==> src/rtl/multicycle_ctrl_pkg.sv <==
// Shared encodings for the multicycle RV32I control unit: FSM states, opcodes,
// ALU codes and datapath mux selects.
package multicycle_ctrl_pkg;

   typedef enum logic [3:0] {
      S_FETCH    = 4'd0,
      S_DECODE   = 4'd1,
      S_MEMADR   = 4'd2,
      S_MEMREAD  = 4'd3,
      S_MEMWB    = 4'd4,
      S_MEMWRITE = 4'd5,
      S_EXECR    = 4'd6,
      S_EXECI    = 4'd7,
      S_ALUWB    = 4'd8,
      S_JAL      = 4'd9,
      S_BEQ      = 4'd10,
      S_TRAP     = 4'd11
   } state_e;

   localparam logic [6:0] OP_LW  = 7'b0000011;
   localparam logic [6:0] OP_SW  = 7'b0100011;
   localparam logic [6:0] OP_R   = 7'b0110011;
   localparam logic [6:0] OP_I   = 7'b0010011;
   localparam logic [6:0] OP_JAL = 7'b1101111;
   localparam logic [6:0] OP_BEQ = 7'b1100011;

   localparam logic [2:0] ALU_ADD = 3'b000;
   localparam logic [2:0] ALU_SUB = 3'b001;
   localparam logic [2:0] ALU_AND = 3'b010;
   localparam logic [2:0] ALU_OR  = 3'b011;
   localparam logic [2:0] ALU_SLT = 3'b101;

   localparam logic [1:0] ALUOP_ADD  = 2'b00;
   localparam logic [1:0] ALUOP_SUB  = 2'b01;
   localparam logic [1:0] ALUOP_FUNC = 2'b10;

   localparam logic [1:0] RES_ALUOUT = 2'b00;
   localparam logic [1:0] RES_MEM    = 2'b01;
   localparam logic [1:0] RES_ALURES = 2'b10;

   localparam logic [1:0] SRCA_PC    = 2'b00;
   localparam logic [1:0] SRCA_OLDPC = 2'b01;
   localparam logic [1:0] SRCA_RS1   = 2'b10;

   localparam logic [1:0] SRCB_RS2  = 2'b00;
   localparam logic [1:0] SRCB_IMM  = 2'b01;
   localparam logic [1:0] SRCB_FOUR = 2'b10;

   localparam logic [1:0] IMM_I = 2'b00;
   localparam logic [1:0] IMM_S = 2'b01;
   localparam logic [1:0] IMM_B = 2'b10;
   localparam logic [1:0] IMM_J = 2'b11;

   function automatic logic [1:0] imm_src(input logic [6:0] op);
      case (op)
         OP_SW:   return IMM_S;
         OP_BEQ:  return IMM_B;
         OP_JAL:  return IMM_J;
         default: return IMM_I;
      endcase
   endfunction

endpackage

==> src/rtl/multicycle_ctrl_alu_dec.sv <==
// Combinational ALU decoder: maps aluOp/f3/f7[5] to an ALU operation and flags
// function codes the datapath does not implement.
module alu_dec
   import multicycle_ctrl_pkg::*;
(
   input  logic [1:0] aluOp,
   input  logic       op5,
   input  logic [2:0] f3,
   input  logic       f7b5,
   output logic [2:0] aluControl,
   output logic       valid
);

   always_comb begin
      aluControl = ALU_ADD;
      valid      = 1'b1;
      case (aluOp)
         ALUOP_ADD: aluControl = ALU_ADD;
         ALUOP_SUB: aluControl = ALU_SUB;
         ALUOP_FUNC: begin
            case (f3)
               // Only R-type (op[5]=1) can encode sub; addi ignores f7.
               3'b000:  aluControl = (op5 && f7b5) ? ALU_SUB : ALU_ADD;
               3'b010:  aluControl = ALU_SLT;
               3'b110:  aluControl = ALU_OR;
               3'b111:  aluControl = ALU_AND;
               default: valid = 1'b0;
            endcase
         end
         default: valid = 1'b0;
      endcase
   end

endmodule

==> src/rtl/multicycle_ctrl.sv <==
// Multicycle RV32I control FSM: sequences PC/IR/memory/register-file enables and
// mux selects, counts retired instructions and traps on illegal encodings.
module multicycle_ctrl
   import multicycle_ctrl_pkg::*;
#(
   parameter int CNT_W = 32
) (
   input  logic             clk,
   input  logic             reset,
   input  logic [6:0]       op,
   input  logic [2:0]       f3,
   input  logic [6:0]       f7,
   input  logic             zero,
   output logic             pcWrite,
   output logic             adrSrc,
   output logic             irWrite,
   output logic             memWrite,
   output logic             regWrite,
   output logic [1:0]       resultSrc,
   output logic [1:0]       aluSrcA,
   output logic [1:0]       aluSrcB,
   output logic [1:0]       immSrc,
   output logic [2:0]       aluControl,
   output logic             instrDone,
   output logic             trap,
   output logic [CNT_W-1:0] retired
);

   localparam logic [CNT_W-1:0] CNT_ONE = {{(CNT_W-1){1'b0}}, 1'b1};

   state_e           state_q;
   logic             trap_q;
   logic [CNT_W-1:0] retired_q;

   logic       pc_update, branch, adr_src, ir_write, mem_write, reg_write, done;
   logic [1:0] res_src, src_a, src_b, alu_op, alu_op_dec;
   logic [2:0] dec_ctrl;
   logic       dec_valid;
   logic       unused_f7;

   assign unused_f7 = ^{f7[6], f7[4:0]};

   // DECODE asks the decoder about the function field so illegal f3 traps early.
   assign alu_op_dec = (state_q == S_DECODE) ? ALUOP_FUNC : alu_op;

   alu_dec u_alu_dec (
      .aluOp      (alu_op_dec),
      .op5        (op[5]),
      .f3         (f3),
      .f7b5       (f7[5]),
      .aluControl (dec_ctrl),
      .valid      (dec_valid)
   );

   always_comb begin
      pc_update = 1'b0;
      branch    = 1'b0;
      adr_src   = 1'b0;
      ir_write  = 1'b0;
      mem_write = 1'b0;
      reg_write = 1'b0;
      done      = 1'b0;
      res_src   = RES_ALUOUT;
      src_a     = SRCA_PC;
      src_b     = SRCB_RS2;
      alu_op    = ALUOP_ADD;
      case (state_q)
         S_FETCH: begin
            ir_write  = 1'b1;
            pc_update = 1'b1;
            src_b     = SRCB_FOUR;
            res_src   = RES_ALURES;
         end
         S_DECODE: begin
            src_a = SRCA_OLDPC;
            src_b = SRCB_IMM;
         end
         S_MEMADR: begin
            src_a = SRCA_RS1;
            src_b = SRCB_IMM;
         end
         S_MEMREAD: adr_src = 1'b1;
         S_MEMWB: begin
            res_src   = RES_MEM;
            reg_write = 1'b1;
            done      = 1'b1;
         end
         S_MEMWRITE: begin
            adr_src   = 1'b1;
            mem_write = 1'b1;
            done      = 1'b1;
         end
         S_EXECR: begin
            src_a  = SRCA_RS1;
            alu_op = ALUOP_FUNC;
         end
         S_EXECI: begin
            src_a  = SRCA_RS1;
            src_b  = SRCB_IMM;
            alu_op = ALUOP_FUNC;
         end
         S_ALUWB: begin
            reg_write = 1'b1;
            done      = 1'b1;
         end
         S_JAL: begin
            src_a     = SRCA_OLDPC;
            src_b     = SRCB_FOUR;
            pc_update = 1'b1;
         end
         S_BEQ: begin
            src_a  = SRCA_RS1;
            alu_op = ALUOP_SUB;
            branch = 1'b1;
            done   = 1'b1;
         end
         default: ;
      endcase
   end

   always_ff @(posedge clk) begin
      if (reset) begin
         state_q   <= S_FETCH;
         trap_q    <= 1'b0;
         retired_q <= '0;
      end else begin
         if (done)
            retired_q <= retired_q + CNT_ONE;
         case (state_q)
            S_FETCH: state_q <= S_DECODE;
            S_DECODE: begin
               case (op)
                  OP_LW, OP_SW: state_q <= S_MEMADR;
                  OP_R:         state_q <= dec_valid ? S_EXECR : S_TRAP;
                  OP_I:         state_q <= dec_valid ? S_EXECI : S_TRAP;
                  OP_JAL:       state_q <= S_JAL;
                  OP_BEQ:       state_q <= (f3 == 3'b000) ? S_BEQ : S_TRAP;
                  default:      state_q <= S_TRAP;
               endcase
               trap_q <= !((op == OP_LW) || (op == OP_SW) || (op == OP_JAL) ||
                           ((op == OP_R || op == OP_I) && dec_valid) ||
                           (op == OP_BEQ && f3 == 3'b000));
            end
            S_MEMADR:   state_q <= (op == OP_LW) ? S_MEMREAD : S_MEMWRITE;
            S_MEMREAD:  state_q <= S_MEMWB;
            S_MEMWB:    state_q <= S_FETCH;
            S_MEMWRITE: state_q <= S_FETCH;
            S_EXECR:    state_q <= S_ALUWB;
            S_EXECI:    state_q <= S_ALUWB;
            S_ALUWB:    state_q <= S_FETCH;
            S_JAL:      state_q <= S_ALUWB;
            S_BEQ:      state_q <= S_FETCH;
            default:    state_q <= S_TRAP;
         endcase
      end
   end

   // Enables are gated by reset so an in-flight instruction cannot commit.
   assign pcWrite    = ~reset & (pc_update | (branch & zero));
   assign irWrite    = ~reset & ir_write;
   assign memWrite   = ~reset & mem_write;
   assign regWrite   = ~reset & reg_write;
   assign instrDone  = ~reset & done;
   assign adrSrc     = adr_src;
   assign resultSrc  = res_src;
   assign aluSrcA    = src_a;
   assign aluSrcB    = src_b;
   assign immSrc     = imm_src(op);
   assign aluControl = (state_q == S_DECODE) ? ALU_ADD : dec_ctrl;
   assign trap       = trap_q;
   assign retired    = retired_q;

endmodule

==> config.mk <==
export PLATFORM = sky130hd
export DESIGN_NAME = multicycle_ctrl
export DESIGN_NICKNAME = d
export VERILOG_FILES = /design/src/rtl/multicycle_ctrl_pkg.sv /design/src/rtl/multicycle_ctrl_alu_dec.sv /design/src/rtl/multicycle_ctrl.sv
export SDC_FILE = /design/constraint.sdc
export NUM_CORES = 1
export LEC_CHECK = 0
export CAP_MARGIN = 5
export CORE_ASPECT_RATIO = 1.2
export CORE_MARGIN = 2
export CORE_UTILIZATION = 30
export DETAILED_ROUTE_END_ITERATION = 10
export PLACE_DENSITY = 0.64
export SYNTH_ARGS = -nofsm -noshare
export SYNTH_HDL_FRONTEND = slang
export SYNTH_SLANG_ARGS = --single-unit
==> constraint.sdc <==
create_clock -name clk -period 3.2 [get_ports clk]
set_clock_uncertainty 0.1 [all_clocks]
set_input_delay 0.64 -clock clk [delete_from_list [all_inputs] [get_ports clk]]
set_output_delay 0.64 -clock clk [all_outputs]
set_load 0.01 [all_outputs]
==> impl_metrics.ini, run 1 <==
[pwr]
totalPowerFinal_mw = 1.21
power.ir.vdd_worst_mv = 0.184
static-leakage-power_nw = 1.09
powerDensity_nw_per_um2 = 379

[worst_setup_path]
capturing_element_type_of_the_critical_path = primary output
cp_data_arrival_time_ns = 2.29
worst_path_dominant_cell_family = simple AND/OR/NAND/NOR gates
path_max_fanout = 3
timing.critical_path.from_type = flip-flop
slowest_stage = sky130_fd_sc_hd__clkdlybuf4s50_1
cp_cell_sequence = nand2b_1 -> or2_2 -> a21oi_4 -> ha_1 -> nor2_1 -> o21a_1 -> clkdlybuf4s50_1
crit_buf_inv = 1
worstSetupPathDepth = 7
cp_data_required_time_ns = 2.46
slowest_delay_ns = 0.53
timing_worst_setup_path_type = reg2out
worst_reg_to_reg_cells = 4

[clock_tree]
hold_buffers = 0
worstSkewPairLatency_ns = 0.29
htreeDepth = 2
tritoncts_num_sinks = 37
tritoncts = done
clkSlewWorstSetupHoldPaths_ns = 0.07
setup_repair_bufs_after_cts = 0
tritoncts.num_buffers = 5
cts-root-to-sink-buffers = 2
cts_root_buf = sky130_fd_sc_hd__clkbuf_8

[die]
std_cell_rows = 34
fp.coreArea_um2 = 7320
io_pins = 70
initial_standard_cell_utilization_of_the_core = 0.311
fp.dieArea_um2 = 8310
dieHeight_um = 99.5
die_w_um = 83.6

[global_routing]
grt_use_total = 0.146
grt_start_max_net_pins = 29
globalRouteOverflowTotal = 0
grt_first_pass_wirelength_mm = 10.2
antenna_found_initial = 0
number_of_global_route_vias_before_repair = 2269

[routing]
route.final.wire_length_mm = 5.96
dr_wl_met2_mm = 2.91
maxUsedRoutingLayer = met4
post_drt_wl_per_cell_um = 13.5
routed-wl-met3_um = 376
detailroute.via_count = 2315
dr.pass1.iters = 4
final_antenna_net_count = 0
initialDrtViolationCount = 85
drc = 0
route.layer.met1.wl_mm = 2.63
vias_per_cell = 5.26

[yosys]
yosysMostFrequentCell = sky130_fd_sc_hd__dfxtp_1
synthTopCellsByCount = sky130_fd_sc_hd__dfxtp_1, sky130_fd_sc_hd__a21oi_1, sky130_fd_sc_hd__nor2_1
synthCells = 281
synth.net_count = 306
synth.top_cells.by_area = sky130_fd_sc_hd__dfxtp_1, sky130_fd_sc_hd__a21oi_1, sky130_fd_sc_hd__or4_1
synth-edff-count = 0
synth.ff_latch_count = 37
synthSimpleGateAreaFrac = 0.342
synth_compound_gate_area_share = 0.192
synthArstFlopShare = 0
synth.yosys.seq_area_share = 0.325
synthAdderAreaFrac = 0.0275
synth_area_leader_cell = sky130_fd_sc_hd__dfxtp_1
synth_top_family_by_area = simple AND/OR/NAND/NOR gates
yosysUniqueCellTypes = 47
postSynthAreaPerCell_um2 = 8.11
synth.cell_area_um2 = 2280
synth_xor_area_frac = 0.0384
synth_mux_area_frac = 0.0297
synth_top_cell_area_share = 0.325
ys_dominant_reg_cell = sky130_fd_sc_hd__dfxtp_1
ys.warnings.count = 0

[timing]
setup_tns_ns = 0
report.final.slew_viol_count = 0
finalWorstSetupSlack_ns = 0.173
relative_slew_margins = 0.550
rsz_0062_raised_after_global_routing = false
fin_hold_ws_ns = 0.392
setup_viol = 0
min_period_ns = 3.03
fin_crit_sh = 0.946
timing.final.hold_violations = 0
max_clock_freq_ghz = 0.330
max_slew.worst_pin.slew_ns = 0.674

[layout]
layout.cells.non_filler = 440
layout-drive-gt1-share = 0.117
n_antenna_cell = 0
areaGrowthSynthToFinish_pct = 40.4
finish.net_count = 374

[placed_design]
place_inst = 432
hpwl_mm = 4.44
gp_routability_congestion = 0.889
dp_slack_ns = 0.134
number_of_port_buffers = 63

[status]
status = finished clean

[min_path]
worst_hold_check_path_type = reg2reg
hold-path-cell-count = 2

[run]
maxCapViolCount = 0
-- routing by layer --
layer / global-route usage / vias up
li1: - / 1182
met1: 0.169 / 1068
met5: 0 / -
met3: 0.0407 / 6
met2: 0.266 / 59
met4: 0.0385 / 0
-- per-stage QoR --
step	util	instance area, um2
global route	0.437	3200
floorplan	-	2280
CTS	0.435	3180
finish	0.437	3200
detailed placement	0.418	3060
global placement	0.418	3060
-- sequential cells by signal, summed over array words and instances, names as in the netlist --
| signal | flops |
|---|---|
| retired | 32 |
| state_q | 4 |
| trap | 1 |
-- final timing paths --
kind	start	end	slack, ns
setup / recovery	state_q[1]	aluControl[0]	0.17
hold / removal	retired[1]	retired[1]	0.39
setup reg to reg	retired[2]	retired[31]	0.82
hold reg to reg	retired[1]	retired[1]	0.39
-- report_power, final --
group          total, mW  leakage, nW  switching [mW]  internal [mW]
combinational      0.296        0.738           0.147          0.149
sequential         0.484        0.299          0.0114          0.473
clock              0.430       0.0574           0.177          0.254
total               1.21         1.09           0.335          0.876
-- placed cells by master, fill, tap and decap left out, types with 8 or more instances in the layout --
cell                              netlist  layout
sky130_fd_sc_hd__nand2_1               17      17
sky130_fd_sc_hd__nor2_1                23      23
sky130_fd_sc_hd__nor2b_1                8       8
sky130_fd_sc_hd__inv_1                  9       9
sky130_fd_sc_hd__o31ai_1               12      12
sky130_fd_sc_hd__clkdlybuf4s50_1        0      61
sky130_fd_sc_hd__or4_1                 14      14
sky130_fd_sc_hd__buf_4                  1      14
sky130_fd_sc_hd__nand3_1                9       9
sky130_fd_sc_hd__a21oi_1               24      23
sky130_fd_sc_hd__dfxtp_1               37      37
sky130_fd_sc_hd__o21ai_0               12      11
-- cell families after synthesis --
kind of cell    count (synthesis)
simple gates                  129
xor+xnor                       10
buf+inv                        25
flops                          37
compound gates                 69
mux                             6
fa+ha+maj                       5
-- worst min-delay path: stages (launching register included) --
cell                      delay, ns
sky130_fd_sc_hd__dfxtp_1       0.34
sky130_fd_sc_hd__nand2_1       0.06
sky130_fd_sc_hd__a21oi_1       0.05
-- repair_timing --
item	4_1_cts	5_1_grt
resized for setup	2	5
pin swaps	0	0
endpoints found under the setup margin	2	3
-- cell type report --
cell class	count	area, um2
clock buffer	6	82.6
clock inverter	2	37.5
fill	762	4120
inverter	9	33.8
multi-input combinational	219	1460
sequential	37	741
tap	90	113
timing repair buffer	77	737
Note: power is estimated with default switching activity, not from simulation.
==> inputs of run 2 (changes only) <==
- ABC_CLOCK_PERIOD_IN_PS: unset -> 3200
- CTS_BUF_LIST: unset -> sky130_fd_sc_hd__clkbuf_2 sky130_fd_sc_hd__clkbuf_4 sky130_fd_sc_hd__clkbuf_8
==> results of run 2 <==
Same layout as run 1: the final DEF is identical, and so are final timing and power.
==> inputs of run 3 (changes only) <==
- CORE_ASPECT_RATIO: 1.2 -> unset
==> run 3 against run 2 <==
Compared with the run above:
- via count decreased by 0.43%
- non-clock buffer count decreased by 3
- highest routed layer unchanged
- critical endpoint is now immSrc[0]
- combinational power decreased by 2%
- sequential share of layout area increased by 0.15 points
- first-iteration DRC count decreased by 13%
- largest power group unchanged
- final cell count increased by 1.4%
- die area about the same
- design area decreased by 0.47%
- largest cell class unchanged
- critical path depth decreased by 1
==> impl_metrics.ini, run 3 (synthesis results as in run 1) <==
[global_routing]
number_of_global_route_vias_before_repair = 2134
grt_first_pass_wirelength_mm = 9.52
grt_use_total = 0.136
globalRouteOverflowTotal = 0
antenna_found_initial = 0
grt_start_max_net_pins = 31

[layout]
seqCellArea_um2 = 742
layout_commonest_cell = sky130_fd_sc_hd__clkdlybuf4s50_1
areaGrowthSynthToFinish_pct = 39.8
n_antenna_cell = 0
finish.net_count = 371
fillers = 766
largest_register_ffs = 32
layout.cells.non_filler = 446
layout-drive-gt1-share = 0.112
most-common-layout-cells = sky130_fd_sc_hd__clkdlybuf4s50_1, sky130_fd_sc_hd__dfxtp_1, sky130_fd_sc_hd__a21oi_1
total_area_of_multi_input_combinational_cells_um2 = 1450

[status]
status = finished clean

[pwr]
clkPwrFrac = 0.355
powerDensity_nw_per_um2 = 378
combPwrFrac = 0.241
static-leakage-power_nw = 1.08
power.switching_fraction = 0.264
power.ir.vdd_worst_mv = 0.189
power.share.sequential = 0.404
internal_power_mw = 0.885
power_switching_mw = 0.318

[routing]
detailroute.via_count = 2305
route.final.wire_length_mm = 5.56
dr.pass1.iters = 4
drc = 0
post_drt_wl_per_cell_um = 12.5
vias_per_cell = 5.17
final_antenna_net_count = 0
initialDrtViolationCount = 74

[min_path]
hold-path-cell-count = 2
worst_hold_check_path_type = reg2reg
hp_start = trap
hold_path_end = trap

[placed_design]
place_inst = 438
gp_routability_congestion = 0.891
hpwl_mm = 4.13
number_of_port_buffers = 63

[worst_setup_path]
timing.critical_path.from_type = primary input
path_max_fanout = 4
worst_reg_to_reg_cells = 5
cp_data_arrival_time_ns = 2.34
capturing_element_type_of_the_critical_path = primary output
critical_path.reg2reg.startpoint = state_q[2]
timing_worst_setup_path_type = in2out
reg2reg_to = retired[31]
worst-r2r-setup-slack_ns = 0.93
cp_data_required_time_ns = 2.46

[clock_tree]
tritoncts = done
setup_repair_bufs_after_cts = 0
tritoncts_num_sinks = 37
hold_buffers = 0
cts_root_buf = sky130_fd_sc_hd__clkbuf_8
cts-root-to-sink-buffers = 2
tritoncts.num_buffers = 5
htreeDepth = 2
worstSkewPairLatency_ns = 0.28
clkSlewWorstSetupHoldPaths_ns = 0.08

[timing]
relative_slew_margins = 0.446
report.final.slew_viol_count = 0
setup_viol = 0
timing.final.hold_violations = 0
max_clock_freq_ghz = 0.325
max_slew.worst_pin.slew_ns = 0.831
min_period_ns = 3.08
fin_crit_sh = 0.961
fin_hold_ws_ns = 0.382

[die]
dieHeight_um = 91.2
std_cell_rows = 31
initial_standard_cell_utilization_of_the_core = 0.312
io_pins = 70
fp.coreArea_um2 = 7290
fp.dieArea_um2 = 8310
die_w_um = 91.2

[run]
maxCapViolCount = 0
[run 3: timing repair]
item,CTS,global route
pin swaps,0,0
hold endpoints to repair,0,0
gates resized for setup,3,4
endpoints found under the setup margin,2,2
gates cloned,0,0
[run 3: power groups by stage]
| stage | Combinational (mW) | Sequential, mW | Clock (mW) |
|---|---|---|---|
| floorplan | 0.154 | 0.497 | 0 |
| global placement | 0.283 | 0.495 | 0 |
| detailed placement | 0.283 | 0.496 | 0 |
| CTS | 0.286 | 0.486 | 0.443 |
| global route | 0.320 | 0.489 | 0.464 |
| finish | 0.289 | 0.486 | 0.427 |
[run 3: stage by stage]
stage          TNS [ns]  total power, mW  worst slack (ns)  instance area [um2]  utilization
3_5_place_dp          0            0.779             0.143                 3050        0.418
6_report              0             1.20             0.124                 3180        0.437
4_1_cts               0             1.22            0.0205                 3170        0.435
3_3_place_gp          0            0.778             0.124                 3050        0.418
5_1_grt         -0.0145             1.27           -0.0145                 3180        0.437
2_1_floorplan         0            0.651             0.625                 2280            -
[run 3: cell type report]
class	count	area share
well taps	99	0.0389
inverters	9	0.0106
clock inverters	1	0.00943
repair buffers	74	0.224
flip-flops and latches	37	0.233
clock buffers	7	0.0283
multi-input cells	219	0.455
[run 3: critical path, cell delays in order]
cell	delay (ns)
sky130_fd_sc_hd__clkdlybuf4s50_1	0.45
sky130_fd_sc_hd__or2_2	0.34
sky130_fd_sc_hd__nor3_1	0.20
sky130_fd_sc_hd__nand2_1	0.07
sky130_fd_sc_hd__o21ai_0	0.07
sky130_fd_sc_hd__clkdlybuf4s50_1	0.56
[run 3: how the worst max path moves through the flow]
| stage | startpoint | endpoint | slack, ns |
|---|---|---|---|
| after detailed placement | op[3] | immSrc[0] | 0.14 |
| after CTS | state_q[1] | aluControl[1] | 0.02 |
| final | op[3] | immSrc[0] | 0.12 |
| after floorplan | state_q[2] | aluControl[2] | 0.63 |
| after global placement | op[3] | immSrc[0] | 0.12 |
| after global routing | state_q[1] | aluControl[0] | -0.01 |
[run 3: routing by layer]
layer  GRT usage  vias up  routed length, um
li1            -     1173                  -
met1       0.162     1079               2560
met2       0.243       51               2720
met3      0.0332        2                255
met4      0.0341        0                 25
met5           0        -                  0
